===== config.mk =====
export PLATFORM = sky130hd
export DESIGN_NAME = uart_prog_loader
export DESIGN_NICKNAME = d
export VERILOG_FILES = /design/src/rtl/uart_prog_loader.sv
export SDC_FILE = /design/constraint.sdc
export NUM_CORES = 1
export LEC_CHECK = 0
export CAP_MARGIN = 30
export CORE_UTILIZATION = 28
export DETAILED_ROUTE_END_ITERATION = 8
export PLACE_DENSITY_LB_ADDON = 0.08
export SLEW_MARGIN = 20
export SYNTH_ARGS = -nofsm -noshare
export SYNTH_HDL_FRONTEND = slang
export SYNTH_SLANG_ARGS = --single-unit

===== constraint.sdc =====
create_clock -name clk -period 3.1 [get_ports clk]
set_input_delay 0.31 -clock clk [delete_from_list [all_inputs] [get_ports clk]]
set_output_delay 0.31 -clock clk [all_outputs]
set_load 0.01 [all_outputs]

===== src/rtl/uart_prog_loader.sv =====
// UART (8N1) image loader: frames HDR/LEN/words into 32-bit writes to instruction or data memory.
// Latency: write strobe 1 clk after the stop-bit sample of each word's 4th byte.
// Backpressure: none; the memory port accepts every strobe. UART_LOADER_CHECKSUM_EN adds a trailing XOR check byte.
module uart_prog_loader #(
    parameter int CLKS_PER_BIT = 16,
    parameter int ADDR_W       = 14
) (
    input  logic              clk,
    input  logic              rst,
    input  logic              uart_rx,
    input  logic              load_req,
    output logic              cpu_en,
    output logic              mem_we,
    output logic              mem_sel,
    output logic [ADDR_W-1:0] mem_addr,
    output logic [31:0]       mem_wdata,
    output logic              busy,
    output logic              prog_done,
    output logic              err
);
    localparam int CW = $clog2(CLKS_PER_BIT + 1);
    localparam logic [CW-1:0] BIT_LAST  = CW'(CLKS_PER_BIT - 1);
    localparam logic [CW-1:0] HALF_LAST = CW'(CLKS_PER_BIT / 2 - 1);

    localparam logic [1:0] R_IDLE  = 2'd0;
    localparam logic [1:0] R_START = 2'd1;
    localparam logic [1:0] R_DATA  = 2'd2;
    localparam logic [1:0] R_STOP  = 2'd3;

    localparam logic [2:0] S_IDLE = 3'd0;
    localparam logic [2:0] S_HDR  = 3'd1;
    localparam logic [2:0] S_LHI  = 3'd2;
    localparam logic [2:0] S_LLO  = 3'd3;
    localparam logic [2:0] S_DATA = 3'd4;
`ifdef UART_LOADER_CHECKSUM_EN
    localparam logic [2:0] S_CHK  = 3'd5;
`endif
    localparam logic [2:0] S_DONE = 3'd6;
    localparam logic [2:0] S_ERR  = 3'd7;

    logic          rx_s1, rx_s2, rx_d;
    logic [1:0]    rx_st;
    logic [CW-1:0] rx_cnt;
    logic [2:0]    rx_bit;
    logic [7:0]    rx_shift;
    logic          byte_done, frame_bad;

    always_ff @(posedge clk or negedge rst) begin
        if (!rst) begin
            rx_s1    <= 1'b1;
            rx_s2    <= 1'b1;
            rx_d     <= 1'b1;
            rx_st    <= R_IDLE;
            rx_cnt   <= '0;
            rx_bit   <= '0;
            rx_shift <= '0;
        end else begin
            rx_s1 <= uart_rx;
            rx_s2 <= rx_s1;
            rx_d  <= rx_s2;
            case (rx_st)
                R_IDLE: if (rx_d && !rx_s2) begin
                    rx_st  <= R_START;
                    rx_cnt <= '0;
                end
                R_START: if (rx_cnt == HALF_LAST) begin
                    // line back high at mid start bit means a glitch, not a frame
                    rx_cnt <= '0;
                    rx_bit <= '0;
                    rx_st  <= rx_s2 ? R_IDLE : R_DATA;
                end else begin
                    rx_cnt <= rx_cnt + 1'b1;
                end
                R_DATA: if (rx_cnt == BIT_LAST) begin
                    rx_cnt   <= '0;
                    rx_shift <= {rx_s2, rx_shift[7:1]};
                    rx_bit   <= rx_bit + 1'b1;
                    if (rx_bit == 3'd7) rx_st <= R_STOP;
                end else begin
                    rx_cnt <= rx_cnt + 1'b1;
                end
                default: if (rx_cnt == BIT_LAST) begin
                    rx_cnt <= '0;
                    rx_st  <= R_IDLE;
                end else begin
                    rx_cnt <= rx_cnt + 1'b1;
                end
            endcase
        end
    end

    // Stop-sample cycle: the loader registers the byte here, so it is visible one clk later.
    assign byte_done = (rx_st == R_STOP) && (rx_cnt == BIT_LAST) && rx_s2;
    assign frame_bad = (rx_st == R_STOP) && (rx_cnt == BIT_LAST) && !rx_s2;

    logic [2:0]  state, st_eff;
    logic [7:0]  len_hi;
    logic [15:0] len, len_full;
    logic [1:0]  idx;
    logic        take, hdr_ok, len_over, last_word;
`ifdef UART_LOADER_CHECKSUM_EN
    logic [7:0]  csum;
`endif

    // An accepted load_req lets a byte finishing in the same cycle land in WAIT_HDR.
    assign take      = ((state == S_IDLE) || (state == S_DONE) || (state == S_ERR)) && load_req;
    assign st_eff    = take ? S_HDR : state;
    assign hdr_ok    = (rx_shift == 8'h49) || (rx_shift == 8'h44);
    assign len_full  = {len_hi, rx_shift};
    assign len_over  = 32'(len_full) > (32'd1 << ADDR_W);
    assign last_word = 32'(mem_addr) == (32'(len) - 32'd1);

    always_ff @(posedge clk or negedge rst) begin
        if (!rst) begin
            state     <= S_IDLE;
            mem_we    <= 1'b0;
            mem_sel   <= 1'b0;
            mem_addr  <= '0;
            mem_wdata <= '0;
            len_hi    <= '0;
            len       <= '0;
            idx       <= '0;
`ifdef UART_LOADER_CHECKSUM_EN
            csum      <= '0;
`endif
        end else begin
            mem_we <= 1'b0;
            state  <= st_eff;
            case (st_eff)
                S_DONE: state <= S_IDLE;
                S_HDR: begin
                    if (frame_bad) state <= S_ERR;
                    else if (byte_done) begin
                        state   <= hdr_ok ? S_LHI : S_ERR;
                        mem_sel <= (rx_shift == 8'h44);
                    end
                end
                S_LHI: begin
                    if (frame_bad) state <= S_ERR;
                    else if (byte_done) begin
                        len_hi <= rx_shift;
                        state  <= S_LLO;
                    end
                end
                S_LLO: begin
                    if (frame_bad) state <= S_ERR;
                    else if (byte_done) begin
                        if (len_full == 16'd0) state <= S_DONE;
                        else if (len_over)     state <= S_ERR;
                        else begin
                            state    <= S_DATA;
                            len      <= len_full;
                            mem_addr <= '0;
                            idx      <= '0;
`ifdef UART_LOADER_CHECKSUM_EN
                            csum     <= '0;
`endif
                        end
                    end
                end
                S_DATA: begin
                    // Leave DATA on the strobe cycle so mem_we never shows outside it.
                    if (mem_we) begin
                        if (last_word) begin
`ifdef UART_LOADER_CHECKSUM_EN
                            state <= S_CHK;
`else
                            state <= S_DONE;
`endif
                        end else begin
                            mem_addr <= mem_addr + 1'b1;
                        end
                    end else if (frame_bad) begin
                        state <= S_ERR;
                    end else if (byte_done) begin
                        mem_wdata <= {rx_shift, mem_wdata[31:8]};
                        idx       <= idx + 1'b1;
                        if (idx == 2'd3) mem_we <= 1'b1;
`ifdef UART_LOADER_CHECKSUM_EN
                        csum      <= csum ^ rx_shift;
`endif
                    end
                end
`ifdef UART_LOADER_CHECKSUM_EN
                S_CHK: begin
                    if (frame_bad) state <= S_ERR;
                    else if (byte_done) state <= (rx_shift == csum) ? S_DONE : S_ERR;
                end
`endif
                default: ;
            endcase
        end
    end

    assign cpu_en    = (state == S_IDLE) || (state == S_DONE);
    assign busy      = !((state == S_IDLE) || (state == S_DONE) || (state == S_ERR));
    assign prog_done = (state == S_DONE);
    assign err       = (state == S_ERR);
endmodule


==> results.cfg <==
[layout]
fin_util_pct = 34.97
stdcell_area_um2 = 6006
synthToLayoutAreaGrowth_pct = 22.48
n_antenna_cell = 0
nFillCells = 1809
nNetsFinal = 519
mostFrequentLayoutCell = dfrtp_1
ff_latch_area_um2 = 2456
layout_common_cells = dfrtp_1, nand2_1, clkdlybuf4s50_1
layout-drive-gt1-share_pct = 19.73
final_cells = 737
multiInputGateArea_um2 = 2287

[logic_synthesis]
synth_area_um2 = 4903
synth_top_area_share_pct = 48.48
synthFlopType = dfrtp_1
yosys_warnings = 0
ys_async_sr_fraction_pct = 100.0
yosysSeqAreaShare_pct = 50.09
yosys.area.top_type = dfrtp_1
synth_fp_nets = 465
ys_ff_latch = 98
synth.distinct_cells = 61
avgSynthCellArea_um2 = 10.82
synth_area_leaders = dfrtp_1, mux2_2, nand2_1
synth_edf_count = 0
syn_inst = 453

[clock_tree]
root_buffer = clkbuf_16
clk_pin_slew_ns = 0.07
clock-sinks = 98
h-tree-depth = 3
clock_latency_ns = 0.35
cts_setup_buffers = 0
cts_tree = done
clock_path_buffers = 2
cts-buffers-inserted = 9

[global_route]
antenna_found_initial = 0
grt_max_degree = 54
grtUsageTotal_pct = 14.11
grt-ovfl-total = 0
grt_pass1_wl_um = 19750
grt_pass1_vias = 3724

[place]
dp_hpwl_um = 8319
dp_slack_ns = 0.2081
dpl.cell_count = 721
gp_congestion = 0.7894
port_buffers = 55
place_area_um2 = 5712

[power]
ir_drop_uv = 309.6
powerDensity_nw_per_um2 = 501.9
fin_total_pwr_mw = 3.015
p_leak_nw = 2.732

[worst_setup_path]
worstReg2RegEnd = mem_addr[9]$_DFFE_PN0P_
cp_max_fo = 25
endpoint_kind = register
worstRegToRegCells = 9
startpoint_type = register
cp.arrival_ns = 3.17
endpoint = mem_addr[9]$_DFFE_PN0P_
worstReg2RegStart = len[0]$_DFFE_PN0P_
reg2reg_setup_slack_ns = 0.20
worstSetupStartpoint = len[0]$_DFFE_PN0P_
cp.required_ns = 3.37
crit_type = reg -> reg

[sta]
whs_ns = 0.009782
fmax_ghz = 0.3451
skew_ns = 0.009836
fin_ws_ns = 0.2023
rsz0062_at_grt = false
fin_setup_tns_ns = 0
report.final.slew_viol_count = 0
worstMarginPinSlew_ns = 0.7101
finalSetupViolCount = 0
min_period_over_period_pct = 93.47
fin_crit_ns = 2.898
max_slew_margin_pct = 52.66
report.final.hold_viol_count = 0

[floorplan]
num_io_pins = 56
die_w_um = 134.3
die_area_um2 = 18050
rows = 48
start_util_pct = 28.55
die_y_um = 134.3
coreArea_um2 = 17180

[routing]
vias = 3634
drtPass1Iterations = 4
viasPerCell = 4.931
final_antenna_net_count = 0
drc = 0
routedWlPerCell_um = 15.98
drt_wl_total_um = 11780
drtIter0Drc = 192

[run]
cap_violations = 0

[hold_path]
min_path_type = in -> async

[outcome]
outcome = finished, final reports clean
## sequential cells by signal (all words and copies together), names as in the netlist, 2 cells and up
register,count
rx_bit,3
mem_wdata,32
rx_st,2
idx,2
len_hi,8
rx_cnt,5
rx_shift,8
len,16
mem_addr,14
state,3
## report_power, final
| group | internal [mW] | switching (mW) | leakage [nW] |
|---|---|---|---|
| sequential | 1.37 | 0.124 | 1.33 |
| clock | 0.557 | 0.521 | 0.135 |
| combinational | 0.214 | 0.232 | 1.26 |
## how the worst min path moves through the flow
stage | start | to | slack, ns | cells past startpoint
detailed placement | rx_s1$_DFF_PN1_ | rx_s2$_DFF_PN1_ | 0.35 | 0
CTS | rst | mem_wdata[2]$_DFFE_PN0P_ | 0.04 | 1
floorplan | rst | idx[0]$_DFFE_PN0P_ | 0.01 | 0
global route | rst | mem_wdata[10]$_DFFE_PN0P_ | 0.06 | 1
finish | rst | mem_wdata[10]$_DFFE_PN0P_ | 0.01 | 1
global placement | rx_s1$_DFF_PN1_ | rx_s2$_DFF_PN1_ | 0.35 | 0
## synth_stat cells, types with 5 or more instances
| library cell | count |
|---|---|
| inv_1 | 12 |
| nand4_1 | 7 |
| nor2_1 | 17 |
| ha_1 | 8 |
| xnor2_1 | 10 |
| mux2i_1 | 5 |
| or4_1 | 5 |
| or2_2 | 6 |
| o211ai_1 | 5 |
| nor4_1 | 9 |
| o31ai_1 | 9 |
| nand2_1 | 65 |
| o21ai_0 | 17 |
| or3_1 | 6 |
| a21oi_1 | 12 |
| mux2_2 | 49 |
| nand3_1 | 9 |
| clkbuf_1 | 17 |
| and3_1 | 6 |
| nor3_1 | 11 |
| xor2_1 | 10 |
| dfrtp_1 | 95 |
## what timing repair did
item | CTS | global route
resized for setup | 0 | 1
hold buffers | 0 | 0
endpoints found under the setup margin | 0 | 1
endpoints found under the hold margin | 0 | 0
## final cells by class
| class | count | area share [%] |
|---|---|---|
| multi-input combinational | 321 | 38.08 |
| inverter | 12 | 0.7500 |
| tap | 225 | 4.687 |
| clock inverter | 7 | 1.042 |
| clock buffer | 9 | 3.750 |
| sequential | 98 | 40.90 |
| timing repair buffer | 65 | 10.79 |
## cells by family (layout without fill, tap and decap cells)
family	after synthesis	in the layout	share of synthesized area, %
AND/OR/NAND/NOR	162	162	17.43
flip-flops	98	98	50.09
AO/OA/AOI/OAI	77	77	11.00
multiplexers	54	54	12.27
buffers and inverters	34	93	3.598
XOR/XNOR	20	20	3.572
adder cells (fa/ha/maj)	8	8	2.041
## per-layer routing
layer | vias up | share of wire (%) | track usage [%]
met5 | - | 0 | 0
li1 | 1749 | - | -
met3 | 15 | 3.4 | 3.968
met1 | 1809 | 48 | 18.19
met4 | 0 | 1.7 | 4.432
met2 | 61 | 47 | 22.86
## critical path: stages (launching register included)
cell and delay, ns:
dfrtp_1 0.42, inv_1 0.11, ha_1 0.25, or4b_4 0.54, o31ai_1 0.30, a31oi_1 0.15
and4_1 0.25, buf_12 0.16, or4_1 0.50, a21oi_1 0.15
(Power assumes the default switching activity.)
